## config.mk

```make
export PLATFORM = sky130hd
export DESIGN_NAME = load_store_unit_flat
export DESIGN_NICKNAME = d
export VERILOG_FILES = /design/src/rtl/lsu_pkg.sv /design/src/rtl/lsu_if.sv /design/src/rtl/lsu_lane_align.sv /design/src/rtl/load_store_unit.sv /design/src/flat_wrapper.sv
export SDC_FILE = /design/constraint.sdc
export NUM_CORES = 1
export LEC_CHECK = 0
export ABC_AREA = 1
export CORE_MARGIN = 2
export CORE_UTILIZATION = 55
export DETAILED_ROUTE_END_ITERATION = 16
export DONT_BUFFER_PORTS = 1
export PLACE_DENSITY = 0.7
export SLEW_MARGIN = 30
export SYNTH_ARGS = -nofsm -noshare
export SYNTH_HDL_FRONTEND = slang
export SYNTH_SLANG_ARGS = --single-unit
export TNS_END_PERCENT = 50
```

## constraint.sdc

```tcl
create_clock -name clk -period 2 [get_ports clk]
set_input_delay 0.4 -clock clk [delete_from_list [all_inputs] [get_ports clk]]
set_output_delay 0.4 -clock clk [all_outputs]
set_load 0.005 [all_outputs]
```

## src/rtl/lsu_pkg.sv

```systemverilog
// Shared types and helpers for the load/store unit.
// LSU_MISALIGN_TRAP_EN selects trap vs. mask handling of misaligned accesses.
package lsu_pkg;

  localparam int DATA_WIDTH = 32;

  localparam logic [1:0] SIZE_BYTE = 2'd0;
  localparam logic [1:0] SIZE_HALF = 2'd1;
  localparam logic [1:0] SIZE_WORD = 2'd2;

  typedef enum logic [2:0] {
    IDLE,
    LOAD,
    RMW_READ,
    WRITE,
    RESP
  } lsu_state_e;

  // True when the low address bits break natural alignment.
  function automatic logic misaligned(
    input logic [1:0] size,
    input logic [1:0] lo
  );
    return (size == SIZE_HALF && lo[0]) ||
           (size[1] && lo != 2'b00);
  endfunction

  // Low address bits forced to the natural alignment of size.
  function automatic logic [1:0] align_low(
    input logic [1:0] size,
    input logic [1:0] lo
  );
    if (size == SIZE_BYTE) return lo;
    if (size == SIZE_HALF) return {lo[1], 1'b0};
    return 2'b00;
  endfunction

endpackage

```

## src/rtl/lsu_if.sv

```systemverilog
// Pipeline-side request/response bundle of the load/store unit.
// master = pipeline, slave = load_store_unit.
interface lsu_if #(
  parameter int AW = 32,
  parameter int DW = 32
);
  logic          reqValid;
  logic          reqReady;
  logic          reqWrite;
  logic [1:0]    reqSize;
  logic          reqSigned;
  logic [AW-1:0] reqAddress;
  logic [DW-1:0] reqWData;
  logic          respValid;
  logic [DW-1:0] respRData;
  logic          respError;

  modport master (
    output reqValid, reqWrite, reqSize,
    output reqSigned, reqAddress, reqWData,
    input  reqReady, respValid,
    input  respRData, respError
  );

  modport slave (
    input  reqValid, reqWrite, reqSize,
    input  reqSigned, reqAddress, reqWData,
    output reqReady, respValid,
    output respRData, respError
  );
endinterface

```

## src/rtl/lsu_lane_align.sv

```systemverilog
// Byte-lane merge for sub-word stores and
// extract/extend for loads (32-bit words only).
module lsu_lane_align
  import lsu_pkg::*;
(
  input  logic [DATA_WIDTH-1:0] word_i,
  input  logic [DATA_WIDTH-1:0] store_data_i,
  input  logic [1:0]            addr_low_i,
  input  logic [1:0]            size_i,
  input  logic                  signed_i,
  output logic [DATA_WIDTH-1:0] merged_o,
  output logic [DATA_WIDTH-1:0] load_data_o
);

  logic [4:0]  sh_b;
  logic [4:0]  sh_h;
  logic [7:0]  lane_b;
  logic [15:0] lane_h;

  assign sh_b = {addr_low_i, 3'b000};
  assign sh_h = {addr_low_i[1], 4'b0000};

  // Store side: overwrite only the addressed lane(s).
  always_comb begin
    merged_o = word_i;
    unique case (size_i)
      SIZE_BYTE: merged_o[sh_b +: 8]  = store_data_i[7:0];
      SIZE_HALF: merged_o[sh_h +: 16] = store_data_i[15:0];
      default:   merged_o = store_data_i;
    endcase
  end

  // Load side: shift lane down, then sign/zero extend.
  always_comb begin
    lane_b      = word_i[sh_b +: 8];
    lane_h      = word_i[sh_h +: 16];
    load_data_o = word_i;
    unique case (size_i)
      SIZE_BYTE:
        load_data_o = {{24{signed_i & lane_b[7]}}, lane_b};
      SIZE_HALF:
        load_data_o = {{16{signed_i & lane_h[15]}}, lane_h};
      default:
        load_data_o = word_i;
    endcase
  end

endmodule

```

## src/rtl/load_store_unit.sv

```systemverilog
// MEM-stage initiator for the word-wide data memory.
// Define LSU_MISALIGN_TRAP_EN to trap misaligned accesses.
module load_store_unit
  import lsu_pkg::*;
#(
  parameter int ADDR_WIDTH = 32,
  parameter int DATA_WIDTH = 32
) (
  input  logic                  clk,
  input  logic                  rst,
  lsu_if.slave                  bus,
  output logic [ADDR_WIDTH-1:0] memAddress,
  output logic                  memWriteEnable,
  output logic [DATA_WIDTH-1:0] memDataWrite,
  input  logic [DATA_WIDTH-1:0] memDataOutput
);

  lsu_state_e            state_q, state_d;
  logic [ADDR_WIDTH-1:0] addr_q, addr_d;
  logic [1:0]            size_q, size_d;
  logic                  signed_q, signed_d;
  logic [DATA_WIDTH-1:0] wdata_q, wdata_d;
  logic [DATA_WIDTH-1:0] mdw_q, mdw_d;
  logic [DATA_WIDTH-1:0] rdata_q, rdata_d;
`ifdef LSU_MISALIGN_TRAP_EN
  logic                  err_q, err_d;
`endif

  logic [1:0]            size_in;
  logic                  trap;
  logic [DATA_WIDTH-1:0] merged;
  logic [DATA_WIDTH-1:0] ld_data;

  lsu_lane_align u_align (
    .word_i      (memDataOutput),
    .store_data_i(wdata_q),
    .addr_low_i  (addr_q[1:0]),
    .size_i      (size_q),
    .signed_i    (signed_q),
    .merged_o    (merged),
    .load_data_o (ld_data)
  );

  // Request capture and sequencing of the memory access.
  always_comb begin
    state_d  = state_q;
    addr_d   = addr_q;
    size_d   = size_q;
    signed_d = signed_q;
    wdata_d  = wdata_q;
    mdw_d    = mdw_q;
    rdata_d  = rdata_q;
`ifdef LSU_MISALIGN_TRAP_EN
    err_d    = err_q;
`endif
    size_in  = (bus.reqSize == 2'd3) ? SIZE_WORD
                                     : bus.reqSize;
    trap     = 1'b0;
    unique case (state_q)
      IDLE: if (bus.reqValid) begin
        addr_d   = bus.reqAddress;
        size_d   = size_in;
        signed_d = bus.reqSigned;
        wdata_d  = bus.reqWData;
`ifdef LSU_MISALIGN_TRAP_EN
        trap  = misaligned(size_in, bus.reqAddress[1:0]);
        err_d = trap;
`else
        addr_d[1:0] = align_low(size_in, bus.reqAddress[1:0]);
`endif
        if (trap) begin
          state_d = RESP;
          rdata_d = '0;
        end else if (!bus.reqWrite) begin
          state_d = LOAD;
        end else if (size_in == SIZE_WORD) begin
          state_d = WRITE;
          mdw_d   = bus.reqWData;
        end else begin
          state_d = RMW_READ;
        end
      end
      LOAD: begin
        rdata_d = ld_data;
        state_d = RESP;
      end
      RMW_READ: begin
        mdw_d   = merged;
        state_d = WRITE;
      end
      WRITE: begin
        rdata_d = '0;
        state_d = RESP;
      end
      RESP:    state_d = IDLE;
      default: state_d = IDLE;
    endcase
  end

  // State registers; reset drops any in-flight request.
  always_ff @(posedge clk) begin
    if (rst) begin
      state_q  <= IDLE;
      addr_q   <= '0;
      size_q   <= SIZE_BYTE;
      signed_q <= 1'b0;
      wdata_q  <= '0;
      mdw_q    <= '0;
      rdata_q  <= '0;
`ifdef LSU_MISALIGN_TRAP_EN
      err_q    <= 1'b0;
`endif
    end else begin
      state_q  <= state_d;
      addr_q   <= addr_d;
      size_q   <= size_d;
      signed_q <= signed_d;
      wdata_q  <= wdata_d;
      mdw_q    <= mdw_d;
      rdata_q  <= rdata_d;
`ifdef LSU_MISALIGN_TRAP_EN
      err_q    <= err_d;
`endif
    end
  end

  assign bus.reqReady  = (state_q == IDLE);
  assign bus.respValid = (state_q == RESP);
  assign bus.respRData = rdata_q;
`ifdef LSU_MISALIGN_TRAP_EN
  assign bus.respError = (state_q == RESP) && err_q;
`else
  assign bus.respError = 1'b0;
`endif

  assign memAddress     = {2'b00, addr_q[ADDR_WIDTH-1:2]};
  assign memWriteEnable = (state_q == WRITE) && !rst;
  assign memDataWrite   = mdw_q;

endmodule

```

## src/flat_wrapper.sv

```systemverilog
// flat-port wrapper written by rule: the top's interface ports become plain ports
module load_store_unit_flat import lsu_pkg::*;
#(
  parameter int ADDR_WIDTH = 32,
  parameter int DATA_WIDTH = 32
)
  (clk, rst, memAddress, memWriteEnable, memDataWrite, memDataOutput, bus_reqValid, bus_reqWrite, bus_reqSize, bus_reqSigned, bus_reqAddress, bus_reqWData, bus_reqReady, bus_respValid, bus_respRData, bus_respError);
  lsu_if #(.AW(32), .DW(32)) bus_i ();
  input  logic clk;
  input  logic rst;
  output logic [ADDR_WIDTH-1:0] memAddress;
  output logic memWriteEnable;
  output logic [DATA_WIDTH-1:0] memDataWrite;
  input  logic [DATA_WIDTH-1:0] memDataOutput;
  input wire logic [$bits(bus_i.reqValid)-1:0] bus_reqValid;
  input wire logic [$bits(bus_i.reqWrite)-1:0] bus_reqWrite;
  input wire logic [$bits(bus_i.reqSize)-1:0] bus_reqSize;
  input wire logic [$bits(bus_i.reqSigned)-1:0] bus_reqSigned;
  input wire logic [$bits(bus_i.reqAddress)-1:0] bus_reqAddress;
  input wire logic [$bits(bus_i.reqWData)-1:0] bus_reqWData;
  output wire logic [$bits(bus_i.reqReady)-1:0] bus_reqReady;
  output wire logic [$bits(bus_i.respValid)-1:0] bus_respValid;
  output wire logic [$bits(bus_i.respRData)-1:0] bus_respRData;
  output wire logic [$bits(bus_i.respError)-1:0] bus_respError;
  assign bus_i.reqValid = bus_reqValid;
  assign bus_i.reqWrite = bus_reqWrite;
  assign bus_i.reqSize = bus_reqSize;
  assign bus_i.reqSigned = bus_reqSigned;
  assign bus_i.reqAddress = bus_reqAddress;
  assign bus_i.reqWData = bus_reqWData;
  assign bus_reqReady = bus_i.reqReady;
  assign bus_respValid = bus_i.respValid;
  assign bus_respRData = bus_i.respRData;
  assign bus_respError = bus_i.respError;
  load_store_unit #(.ADDR_WIDTH(ADDR_WIDTH), .DATA_WIDTH(DATA_WIDTH)) u_core (.clk(clk), .rst(rst), .bus(bus_i), .memAddress(memAddress), .memWriteEnable(memWriteEnable), .memDataWrite(memDataWrite), .memDataOutput(memDataOutput));
endmodule
```

* Yosys cells after proc, flatten, opt, wreduce, memory -nomap -nowiden
Cells that the tools add are included.
Cells by class: add/subtract/negate cells 2, equal/unequal tests 11, shift-type cells 6, muxes and demuxes 25, bitwise logic cells 2, reductions and logical operators 10
Operators with widths (count):
- case mux 32 bit (2 select lines) | 4
- two-way mux 32 bit | 3
- bitwise mux 32 bit | 2
- variable shift 16 x 7 -> 32 bit (first input constant) | 1
- variable shift 8 x 7 -> 32 bit (first input constant) | 1
- indexed part select 16 x 7 -> 32 bit | 1
- indexed part select 32 x 6 -> 16 bit | 1
- indexed part select 32 x 6 -> 8 bit | 1
- indexed part select 8 x 7 -> 32 bit | 1
- negation 5 -> 7 bit | 2
- two-way mux 2 bit | 5
- case mux 3 bit (3 select lines) | 1
- two-way mux 1 bit | 8
- == test 3 x 2 -> 1 bit (second input constant) | 2
- two-way mux 3 bit | 2
- == test 2 x 1 -> 1 bit (second input constant) | 2
- == test 2 bit (second input constant) | 2
- logical NOT 2 bit | 2
- != test 2 bit (second input constant) | 2
- AND reduction 4 bit | 1
- nonzero test 2 bit | 2
- == test 3 x 1 -> 1 bit (second input constant) | 1
- == test 3 bit (second input constant) | 1
- logical NOT 3 bit | 1
- 6 further kinds | 7
Storage, ports and cells: register bits after elaboration 134, input port bits 103, output and inout port bits 100, logic and storage cells 63

* Depth between registers and ports, before layout
word-level depth 11, depth in mapped cells 13, mapped depth without buffers 9

* Cells and area by module
A second synthesis with hierarchy kept.
Second synthesis, totals: cells, all modules 1206, area total of the unflattened synthesis 7395.8 µm²
By module, submodules not included:
- load_store_unit | instances 1, cells an instance 800, area an instance 5557.8 µm², sequential area each 2682.6 µm²
- lsu_lane_align | instances 1, cells an instance 406, area an instance 1838.0 µm², sequential area each 0.0 µm²

* Least setup slack after synthesis
Ideal clock, no wire load.
kind register to register, start register u_core.addr_q[1], end register u_core.mdw_q[0], in the netlist u_core.memDataWrite[0], library setup time 0.132 ns, data arrival time 2.011 ns, data required time 1.868 ns, slack -0.144 ns, stages on the path, launching flop included 14, buffers on the path 4, clock period less this slack 2.144 ns, cell sequence dfxtp_1 buf_2 inv_2 buf_2 buf_2 ha_1 clkbuf_1 inv_1 nand2_1 o21ai_0 nand2_1 nand4_1 nand2_1 a21oi_1
Between the ends: cells in the longest elaborated chain, start to end 5, elaborated cells between the ends (all ways) 10, those cells by class add/sub (2); shift (4); mux (4)
Ends and longest elaborated chain:
- start: declaration | line load_store_unit.sv:19 | logic [ADDR_WIDTH-1:0] addr_q, addr_d;
- start signal: assignment | line load_store_unit.sv:115 | addr_q <= addr_d;
- negation 5 -> 7 bit, on equally long branches | line lsu_lane_align.sv:28, lsu_lane_align.sv:27
- indexed part select 16 x 7 -> 32 bit (tied with other cells) | line lsu_lane_align.sv:28 | SIZE_HALF: merged_o[sh_h +: 16] = store_data_i[15:0];
- bitwise mux 32 bit, on equally long branches | line lsu_lane_align.sv:28, lsu_lane_align.sv:27
- case mux 32 bit (2 select lines) (*) | line lsu_lane_align.sv:26 | unique case (size_i)
- case mux 32 bit (2 select lines) (*) | line load_store_unit.sv:59 | unique case (state_q)
- end signal: assignment | line load_store_unit.sv:119 | mdw_q <= mdw_d;
- end: declaration | line load_store_unit.sv:23 | logic [DATA_WIDTH-1:0] mdw_q, mdw_d;
Mark *: on every way between the ends. The rest lies on a longest branch, timed or not. A chain may end at the register's enable or synchronous reset.

* Worst setup path in the final report
start register u_core.addr_q[0], end register u_core.mdw_q[5], in the netlist u_core.memDataWrite[5]
Between the ends: cells in the longest elaborated chain, start to end 5, elaborated cells between the ends (all ways) 6, those cells by class add/sub (1); shift (2); mux (3)
Ends and longest elaborated chain:
- negation 5 -> 7 bit (*) | line lsu_lane_align.sv:27 | SIZE_BYTE: merged_o[sh_b +: 8] = store_data_i[7:0];
- indexed part select 8 x 7 -> 32 bit / variable shift 8 x 7 -> 32 bit (equally long branches) | line lsu_lane_align.sv:27
- bitwise mux 32 bit (*) | line lsu_lane_align.sv:27
- case mux 32 bit (2 select lines) (*) | line lsu_lane_align.sv:26
- case mux 32 bit (2 select lines) (*) | line load_store_unit.sv:59
Marks and branches as above.

==> impl_results.md <==
- CP max stage delay: between 400 and 500 ps
- Top cells by area, synth: dfxtp_1 36%, nand2_1 19%, a21oi_1 14%, nor2_1 4.8%, buf_4 4.2%
- PwrDens: between 1000 and 1500 nW/µm²
- Top achievable clock speed: 557.4 MHz
- Peak supply drop: 0.0007568 V
- DPL Wire Length: ~16000 µm
- Non-Filler Instances: between 1000 and 1500
- Fin nets: about 1200
- Fraction of the yosys area taken by sequential cells: a little over a third
- Yosys warnings: 0
- Tcrit/Tclk final: approximately 90%
- First-pass GRT wire length: 36080 µm
- Vias in the first global route: between 6000 and 7000
- CP dominant cell by count: nand2_1
- Initial cell density of the core: 55.97%
- Placed Cells incl. Taps: 1241
- DRC Markers: 0
- Clock skew: between 10 and 15 ps
- Slowest cell on crit path: ha_1
- Most frequent cell after synthesis: nand2_1
- Drt wl/cell: 18.14 µm
- Clk buf depth: 2
- TritonCTS clock tree: yes
- Final Util: 59.27%
- EDFF count, synth: 0
- RSZ-0062 raised after global routing: false
- Crit end category: register
- Num CTS Buffers: 17
- Final Hold Fails: 0
- Die X: about 120 µm
- Ant diodes: 0
- Mapped cell area: roughly 7400 µm²
- MaxCap Viol Count: 0
- Final WL: ~23000 µm
- Row cnt: 42
- Lkg Pwr: around 3.0 nW
- Die area: ~14000 µm²
- Slew Viols, Final: 0
- DIE HEIGHT: 119.6 µm
- Worst EP arrival: about 2200 ps
- Layout cells sized above 1: under 10%
- Hold_buf cts: 0
- Sink Count: around 130
- #FFs+latches synth: around 130
- Final setup violation count: 0
- Root cell of the clock tree: clkbuf_16
- Worst-path clk slew: 70 ps
- Initial antenna violation count: 0
- CORE AREA: approximately 13000 µm²
- Filler cells: roughly 1300
- Worst-Margin Slew: roughly 500 ps
- Synthesized instance count: ~1100
- Worst-path fanout max: 10
- I/O Buffers: 0
- Hold crit path type: input port to register
- Worst path top cell family by delay: adder cells
- Routability cong.: between 1 and 1.5
- Gr usage total: roughly a third
- Synth unique cells: 29
- Initial DRC count: 790
- Crit Path Class: register to register
- Synth area leader: dfxtp_1
- TritonRoute pass-1 iters: 5
- Worst hold slack: between 30 and 40 ps
- IO Count: a little over 200
- Required time of the critical path: 2360 ps
- Status: complete, no violations
- Final antenna-violating net count: 0
- Post-layout min period: about 1800 ps
- Vias per cell: ~5.7
- CP Launch Type: register
- Clk_lat worst skew: approximately 430 ps
- Worst slew margin: about 66%
- Overall power: about 8 mW
- Area grow syn2layout: 5.887%
- Setup TNS: 0 ps
- Critical Path, Cell by Cell: inv_2 > ha_1 > inv_2 > nand2_1 > o21ai_0 > nand2_1 > nand4_1 > nand2_1 > a21oi_1
- Worst Path Buf+Inv: 2
- Remaining Overflow, GRT: 0
- Vias: 7241
- Synth async-reset ratio: 0%
- Syn Area/Cell: ~6.4 µm²
- Largest net degree at the start of global routing: 136
- H-tree depth: 4
- Post-synth top area share: 36.48%
- Main synth FF type: dfxtp_1
- Top cells by count, synth: 377 x nand2_1, 209 x a21oi_1, 134 x dfxtp_1
==> per-stage QoR <==
step,instance area (µm²),setup WS (ps)
global route,7786,4.380
detailed placement,7208,208.8
CTS,7786,213.4
global placement,7208,258.9
floorplan,7366,2.961
finish,7786,206.0
==> cell families (layout without fill, tap and decap cells) <==
logic type / Yosys count / count (layout) / synth area share, %
AND/OR/NAND/NOR: 540 / 540 / 29.62
flip-flops: 134 / 134 / 36.48
other: 1 / 3 / 0.05100
AO/OA/AOI/OAI: 300 / 300 / 21.69
adder cells (fa/ha/maj): 5 / 5 / 0.8508
buffers and inverters: 165 / 115 / 11.30
==> state kept, by name, summed over array words and instances (netlist names) <==
signal and count:
u_core.signed_q 1, u_core.addr_q 32, u_core.memDataWrite 32, u_core.wdata_q 32
u_core.size_q 2, u_core.bus.respRData 32, u_core.state_q 3
==> final cells by class <==
type	instances	area (µm²)	area share, %
Multi-Input combinational cell	848	3847	49.41
Inverter	59	226.5	2.909
Timing Repair Buffer	24	230.2	2.957
Sequential cell	134	2684	34.47
Clock inverter	14	138.9	1.784
Clock buffer	18	439.2	5.640
Tap cell	176	220.2	2.828
==> cell usage in the layout (no fill, tap or decap) <==
master / n
a211oi_1: 11
a21oi_1: 209
a21oi_2: 10
buf_12: 4
buf_4: 20
bufinv_16: 1
clkbuf_16: 17
clkbuf_8: 1
clkinv_4: 4
clkinvlp_4: 4
conb_1: 3
dfxtp_1: 133
dfxtp_2: 1
ha_1: 5
inv_1: 49
inv_2: 9
inv_6: 6
nand2_1: 377
nand2_2: 5
nand2_4: 1
nand3_1: 38
nand3_4: 2
nand4_1: 12
nor2_1: 94
nor2_2: 4
nor2_4: 1
nor3_1: 5
o211ai_1: 10
o21ai_0: 55
o21ai_1: 2
o22ai_1: 3
or2_1: 1
==> per-layer routing <==
layer,vias up,global-route usage (%),routed length (µm)
li1,3573,-,-
met1,3283,43.04,9820
met2,332,48.82,10220
met3,53,9.981,2400
met4,0,12.35,657
met5,-,0,0
==> path summary, 6_finish.rpt <==
kind	end	cells past startpoint	start	slack [ps]
hold reg to reg	u_core.wdata_q[24]$_SDFFE_PP0P_	2	u_core.wdata_q[24]$_SDFFE_PP0P_	470
setup reg to reg	u_core.memDataWrite[5]$_SDFFE_PP0P_	9	u_core.addr_q[0]$_SDFFE_PP0P_	210
hold / removal	u_core.addr_q[6]$_SDFFE_PP0P_	1	rst	30
setup / recovery	u_core.memDataWrite[5]$_SDFFE_PP0P_	9	u_core.addr_q[0]$_SDFFE_PP0P_	210
==> timing repair <==
action / 4_1_cts / 5_1_grt
resized for setup: 0 / 1
setup endpoints to repair: 0 / 1
buffers inserted: 0 / 0
==> where the power goes <==
part / leakage, nW / internal (mW) / switching (mW)
clock: 0.271 / 1.77 / 1.30
sequential: 1.10 / 2.92 / 0.235
combinational: 1.60 / 0.524 / 1.08
Power figures use the tool's default switching activity.
